**config.mk**
```make
export PLATFORM = sky130hd
export DESIGN_NAME = uart_rx_pkt_ctrl_flat
export DESIGN_NICKNAME = d
export VERILOG_FILES = /design/src/rtl/uart_pkg.sv /design/src/rtl/uart_rx_pkt_ctrl_if.sv /design/src/rtl/uart_timeout_cnt.sv /design/src/rtl/uart_rx_pkt_ctrl.sv /design/src/flat_wrapper.sv
export SDC_FILE = /design/constraint.sdc
export NUM_CORES = 1
export LEC_CHECK = 0
export CAP_MARGIN = 25
export CORE_ASPECT_RATIO = 1.5
export CORE_MARGIN = 2
export CORE_UTILIZATION = 45
export DETAILED_ROUTE_END_ITERATION = 7
export GPL_TIMING_DRIVEN = 0
export PLACE_DENSITY = 0.66
export SLEW_MARGIN = 20
export SYNTH_ARGS = -nofsm -noshare
export SYNTH_HDL_FRONTEND = slang
export SYNTH_SLANG_ARGS = --single-unit
```
**constraint.sdc**
```tcl
create_clock -name clk -period 4.8 [get_ports clk]
set_clock_uncertainty 0.1 [all_clocks]
set_input_delay 0.48 -clock clk [delete_from_list [all_inputs] [get_ports clk]]
set_output_delay 0.48 -clock clk [all_outputs]
set_load 0.02 [all_outputs]
```
**src/rtl/uart_pkg.sv**
```systemverilog
// Shared definitions for the UART packet-side blocks: FSM states, error codes and
// timeout sizing helpers.
package uart_pkg;

  typedef enum logic [1:0] {
    S_IDLE = 2'd0,
    S_LEN  = 2'd1,
    S_DATA = 2'd2,
    S_CHK  = 2'd3
  } state_t;

  localparam logic [1:0] ERR_NONE = 2'd0;
  localparam logic [1:0] ERR_LEN  = 2'd1;
  localparam logic [1:0] ERR_CHK  = 2'd2;
  localparam logic [1:0] ERR_TMO  = 2'd3;

  // Integer division by baud rate matches how uart_rx derives its bit period.
  function automatic int timeout_cyc(input int clkfreq, input int baudrate, input int bits);
    return bits * (clkfreq / baudrate);
  endfunction

  function automatic int timeout_width(input int cyc);
    return $clog2(cyc + 1);
  endfunction

  localparam int c_timeout_cyc_default = timeout_cyc(100_000_000, 115_200, 20);

endpackage

```
**src/rtl/uart_rx_pkt_ctrl_if.sv**
```systemverilog
// Byte stream in from uart_rx, payload buffer writes and frame status out.
// slave is the packet controller, master is whoever feeds and observes it.
interface uart_rx_pkt_ctrl_if;
  logic [7:0] rx_data_i;
  logic       rx_done_tick_i;
  logic [7:0] byte_o;
  logic [3:0] byte_addr_o;
  logic       byte_we_o;
  logic [3:0] pkt_len_o;
  logic       pkt_valid_o;
  logic       pkt_err_o;
  logic [1:0] err_code_o;
  logic       busy_o;

  modport slave (
    input  rx_data_i, rx_done_tick_i,
    output byte_o, byte_addr_o, byte_we_o, pkt_len_o,
    output pkt_valid_o, pkt_err_o, err_code_o, busy_o
  );

  modport master (
    output rx_data_i, rx_done_tick_i,
    input  byte_o, byte_addr_o, byte_we_o, pkt_len_o,
    input  pkt_valid_o, pkt_err_o, err_code_o, busy_o
  );
endinterface

```
**src/rtl/uart_timeout_cnt.sv**
```systemverilog
// Idle-cycle counter; expired is a combinational strobe in the cycle the count steps
// onto c_term. clear has priority over enable and suppresses expired.
module uart_timeout_cnt #(
  parameter int c_term  = 17359,
  parameter int c_width = 15
) (
  input  logic clk,
  input  logic rst,
  input  logic clear,
  input  logic enable,
  output logic expired
);

  localparam logic [c_width-1:0] c_last = c_width'(c_term - 1);

  logic [c_width-1:0] cnt;

  always_ff @(posedge clk or posedge rst) begin
    if (rst) begin
      cnt <= '0;
    end else if (clear) begin
      cnt <= '0;
    end else if (enable) begin
      cnt <= cnt + c_width'(1);
    end
  end

  assign expired = enable && !clear && (cnt == c_last);

endmodule

```
**src/rtl/uart_rx_pkt_ctrl.sv**
```systemverilog
// Frames the uart_rx byte stream as SYNC,LEN,payload,CHK; writes payload and reports
// valid/error one cycle after the deciding tick. No backpressure: every tick is consumed.
module uart_rx_pkt_ctrl
  import uart_pkg::*;
#(
  parameter int         c_clkfreq      = 100_000_000,
  parameter int         c_baudrate     = 115_200,
  parameter logic [7:0] c_sync         = 8'h52,
  parameter int         c_timeout_bits = 20
) (
  input logic               clk,
  input logic               rst_i,
  uart_rx_pkt_ctrl_if.slave bus
);

  localparam int c_timeout_cyc = timeout_cyc(c_clkfreq, c_baudrate, c_timeout_bits);
  localparam int c_cnt_w       = timeout_width(c_timeout_cyc);

  state_t     state;
  logic [3:0] len;
  logic [3:0] idx;
  logic [7:0] chk;
  logic       tick;
  logic [7:0] data;
  logic       tmo_clear;
  logic       tmo_expired;

  assign tick      = bus.rx_done_tick_i;
  assign data      = bus.rx_data_i;
  assign tmo_clear = tick || (state == S_IDLE);

  // The counter clears in the tick cycle and the error is registered, so it must
  // step onto c_timeout_cyc-1 for the pulse to land c_timeout_cyc cycles after the tick.
  uart_timeout_cnt #(
    .c_term  (c_timeout_cyc - 1),
    .c_width (c_cnt_w)
  ) u_timeout (
    .clk     (clk),
    .rst     (rst_i),
    .clear   (tmo_clear),
    .enable  (1'b1),
    .expired (tmo_expired)
  );

  always_ff @(posedge clk or posedge rst_i) begin
    if (rst_i) begin
      state           <= S_IDLE;
      len             <= '0;
      idx             <= '0;
      chk             <= '0;
      bus.byte_o      <= '0;
      bus.byte_addr_o <= '0;
      bus.byte_we_o   <= 1'b0;
      bus.pkt_len_o   <= '0;
      bus.pkt_valid_o <= 1'b0;
      bus.pkt_err_o   <= 1'b0;
      bus.err_code_o  <= ERR_NONE;
      bus.busy_o      <= 1'b0;
    end else begin
      bus.byte_we_o   <= 1'b0;
      bus.pkt_valid_o <= 1'b0;
      bus.pkt_err_o   <= 1'b0;
      if (tick) begin
        case (state)
          S_IDLE: begin
            if (data == c_sync) begin
              chk        <= c_sync;
              state      <= S_LEN;
              bus.busy_o <= 1'b1;
            end
          end
          S_LEN: begin
            if (data[7:4] != 4'd0 || data == 8'd0) begin
              bus.pkt_err_o  <= 1'b1;
              bus.err_code_o <= ERR_LEN;
              state          <= S_IDLE;
              bus.busy_o     <= 1'b0;
            end else begin
              len   <= data[3:0];
              chk   <= chk ^ data;
              idx   <= '0;
              state <= S_DATA;
            end
          end
          S_DATA: begin
            bus.byte_o      <= data;
            bus.byte_addr_o <= idx;
            bus.byte_we_o   <= 1'b1;
            chk             <= chk ^ data;
            idx             <= idx + 4'd1;
            if (idx == len - 4'd1) begin
              state <= S_CHK;
            end
          end
          S_CHK: begin
            if (data == chk) begin
              bus.pkt_valid_o <= 1'b1;
              bus.pkt_len_o   <= len;
              bus.err_code_o  <= ERR_NONE;
            end else begin
              bus.pkt_err_o  <= 1'b1;
              bus.err_code_o <= ERR_CHK;
            end
            state      <= S_IDLE;
            bus.busy_o <= 1'b0;
          end
        endcase
      end else if (tmo_expired) begin
        bus.pkt_err_o  <= 1'b1;
        bus.err_code_o <= ERR_TMO;
        state          <= S_IDLE;
        bus.busy_o     <= 1'b0;
      end
    end
  end

endmodule

```
**src/flat_wrapper.sv**
```systemverilog
// flat-port wrapper written by rule: the top's interface ports become plain ports
module uart_rx_pkt_ctrl_flat import uart_pkg::*;
#(
  parameter int         c_clkfreq      = 100_000_000,
  parameter int         c_baudrate     = 115_200,
  parameter logic [7:0] c_sync         = 8'h52,
  parameter int         c_timeout_bits = 20
)
  (clk, rst_i, bus_rx_data_i, bus_rx_done_tick_i, bus_byte_o, bus_byte_addr_o, bus_byte_we_o, bus_pkt_len_o, bus_pkt_valid_o, bus_pkt_err_o, bus_err_code_o, bus_busy_o);
  uart_rx_pkt_ctrl_if bus_i ();
  input logic clk;
  input logic rst_i;
  input wire logic [$bits(bus_i.rx_data_i)-1:0] bus_rx_data_i;
  input wire logic [$bits(bus_i.rx_done_tick_i)-1:0] bus_rx_done_tick_i;
  output wire logic [$bits(bus_i.byte_o)-1:0] bus_byte_o;
  output wire logic [$bits(bus_i.byte_addr_o)-1:0] bus_byte_addr_o;
  output wire logic [$bits(bus_i.byte_we_o)-1:0] bus_byte_we_o;
  output wire logic [$bits(bus_i.pkt_len_o)-1:0] bus_pkt_len_o;
  output wire logic [$bits(bus_i.pkt_valid_o)-1:0] bus_pkt_valid_o;
  output wire logic [$bits(bus_i.pkt_err_o)-1:0] bus_pkt_err_o;
  output wire logic [$bits(bus_i.err_code_o)-1:0] bus_err_code_o;
  output wire logic [$bits(bus_i.busy_o)-1:0] bus_busy_o;
  assign bus_i.rx_data_i = bus_rx_data_i;
  assign bus_i.rx_done_tick_i = bus_rx_done_tick_i;
  assign bus_byte_o = bus_i.byte_o;
  assign bus_byte_addr_o = bus_i.byte_addr_o;
  assign bus_byte_we_o = bus_i.byte_we_o;
  assign bus_pkt_len_o = bus_i.pkt_len_o;
  assign bus_pkt_valid_o = bus_i.pkt_valid_o;
  assign bus_pkt_err_o = bus_i.pkt_err_o;
  assign bus_err_code_o = bus_i.err_code_o;
  assign bus_busy_o = bus_i.busy_o;
  uart_rx_pkt_ctrl #(.c_clkfreq(c_clkfreq), .c_baudrate(c_baudrate), .c_sync(c_sync), .c_timeout_bits(c_timeout_bits)) u_core (.clk(clk), .rst_i(rst_i), .bus(bus_i));
endmodule
```
==> impl_metrics.toml <==
[timing]
drv_slew = 0
finalSetupViolCount = 0
post-route-min-period_ns = 2.534
max-slew-margin-rel = 0.5468
fin_crit_sh = 0.5278
fmax_ghz = 0.3947
worst_pin_slew_ns = 0.6799
hold_viol = 0
setup_slack_ns = 2.266
rsz0062_at_grt = "no"
fin_hold_ws_ns = 0.3960
tns_ns = 0

[clocking]
cts.sinks = 55
clk_pin_slew_ns = 0.10
holdBufCountCts = 0
clk_path_buf_depth = 2
root_buffer = "clkbuf_8"
clock_latency_ns = 0.31
numCtsBuffers = 5
cts_tree = "done"
cts_resized = 0
cts_setup_buffers = 0
h-tree-depth = 2

[detailed_routing]
drc = 0
vias_per_cell = 5.395
avgRoutedWirePerCell_um = 14.88
wirelength_mm = 5.654
firstDrtPassIters = 4
vias = 2050
ant_nets = 0
drt_iter0_markers = 126

[worst_setup_path]
r2r_start = "u_core.u_timeout.cnt[0]"
critPathRequiredTime_ns = 4.90
path_max_fanout = 7
crit_type = "primary input to register"
critPathCaptureType = "register"
critPathLaunch = "bus_rx_data_i[2]"
cp.arrival_ns = 2.64
start_kind = "primary input"

[logic_synthesis]
synthArstFlopShare = 1.000
syn-cell-area_um2 = 2815
synth.net_count = 285
synth_warnings = 0
syn_inst = 266
synth-edff-count = 0
yosysMostFrequentCell = "dfrtp_1"
ys_seq_area_frac = 0.4889
synth_common_cells = "dfrtp_1 (55), nor2_1 (23), nand2_1 (20)"
ys_types = 46
synth_top_cell_by_area = "dfrtp_1"
synth_top_cells_by_area = "dfrtp_1 (49%), mux2_1 (5.6%), xnor2_1 (4.4%), ha_1 (3.6%), nor2_1 (3.1%)"
synth_top_cell_area_share = 0.4889
avgSynthCellArea_um2 = 10.58
synth-seq-cells = 55
synthFlopType = "dfrtp_1"

[run_status]
status = "finished clean"

[power]
p_leak_nw = 1.457
p_total_w = 0.001369
vdd_ir_drop_max_mv = 0.2048
power.density_nw_per_um2 = 412.9

[final_layout]
syn2layout_area_growth_pct = 17.73
fillerInstances = 566
multi_input_area_um2 = 1363
regArea_um2 = 1376
nNetsFinal = 324
drive_gt1_frac = 0.06863
num_antenna_cells = 0

[die]
initial_utilization = 0.4625
core_area_um2 = 6087
die_h_um = 100.9
rows = 35
num_io_pins = 33
dieArea_um2 = 6918
die-width_um = 68.58

[place]
port_buffers = 32
gp_congestion = 0.7886
dp_hpwl_mm = 4.113
pre_cts_ws_ns = 1.929

[min_path]
hold_path_startpoint = "u_core.bus.pkt_len_o[2]"
hold_path_class = "register to register"

[flow_run]
maxCapViolCount = 0

[global_routing]
grt_max_degree = 56
grt_pass1_vias = 2026
grt_first_pass_wirelength_mm = 9.315
overflow = 0
track_usage = 0.1797
antenna_found_initial = 0
==> metrics by stage <==
| stage | area [um2] | utilization | cells |
|---|---|---|---|
| floorplan | 2815 | - | 266 |
| global placement | 3228 | 0.5303 | 372 |
| detailed placement | 3231 | 0.5307 | 372 |
| CTS | 3314 | 0.5445 | 380 |
| global route | 3314 | 0.5445 | 380 |
| finish | 3314 | 0.5445 | 380 |
==> flip-flops by register name, indices dropped and copies added (netlist names) <==
name and cells:
u_core.bus.busy_o 1, u_core.bus.byte_addr_o 4, u_core.bus.byte_o 8, u_core.bus.byte_we_o 1, u_core.bus.err_code_o 2, u_core.bus.pkt_err_o 1
u_core.bus.pkt_len_o 4, u_core.bus.pkt_valid_o 1, u_core.chk 8, u_core.idx 4, u_core.len 4, u_core.state 2
u_core.u_timeout.cnt 15
==> where the power goes <==
part	switching, W	internal (W)	leakage (nW)
Sequential	0.0000804	0.000545	0.730
Clock	0.000147	0.000100	0.0477
Combinational	0.000265	0.000231	0.679
==> worst paths after layout <==
| check | endpoint | slack [ns] | depth (start not counted) |
|---|---|---|---|
| worst max-delay path | u_core.chk[5] | 2.27 | 6 |
| worst min-delay path | u_core.bus.pkt_len_o[2] | 0.40 | 1 |
| max in group asynchronous | u_core.u_timeout.cnt[10] | 3.62 | 2 |
| worst min register to register | u_core.bus.pkt_len_o[2] | 0.40 | 1 |
| worst max register to register | u_core.state[1] | 2.56 | 7 |
| min in group asynchronous | u_core.idx[1] | 0.52 | 2 |
==> worst max-delay path, cell delays in order <==
cell	delay, ns
clkdlybuf4s50_1	0.55
or3_1	0.45
o41ai_4	0.42
nand4_1	0.40
o21ai_0	0.26
nand2_1	0.07
==> cells by family (layout without fill, tap and decap cells) <==
kind of cell,Yosys count,after routing,share of synthesized area
flip-flops,55,55,0.4889
adder cells (fa/ha/maj),8,8,0.03556
buffers and inverters,20,60,0.02711
AO/OA/AOI/OAI,30,30,0.08000
XOR/XNOR,23,23,0.07645
AND/OR/NAND/NOR,107,107,0.2013
multiplexers,23,23,0.09066
==> cell type report <==
| type | instances | area share |
|---|---|---|
| flip-flops and latches | 55 | 0.4153 |
| multi-input cells | 191 | 0.4111 |
| repair buffers | 32 | 0.09664 |
| well taps | 74 | 0.02794 |
| clock buffers | 5 | 0.02076 |
| inverters | 12 | 0.01435 |
| plain buffers | 8 | 0.009438 |
| clock inverters | 3 | 0.004530 |
==> layout by cell type, fill, tap and decap left out, drive strengths merged, types with 2 or more instances in the layout <==
master	n
dfrtp	55
clkdlybuf4s50	32
nor2	23
nand2	20
mux2	20
nand3	17
xnor2	14
o21ai	13
inv	12
clkbuf	11
xor2	8
ha	8
nor3	7
a21oi	6
or3	5
nand4	5
nand4b	5
nand3b	4
nand2b	3
and3	3
mux2i	3
clkinv	3
or4	3
nor4	2
nor2b	2
and2	2
a21boi	2
or2	2
nor3b	2
buf	2
==> metal layers <==
layer	vias up	part of all wire	track usage
met5	-	0	0
met4	0	0.019	0.06923
met3	8	0.029	0.02570
met2	35	0.53	0.3203
met1	1002	0.42	0.2099
li1	1005	-	-
(Power assumes the default switching activity.)
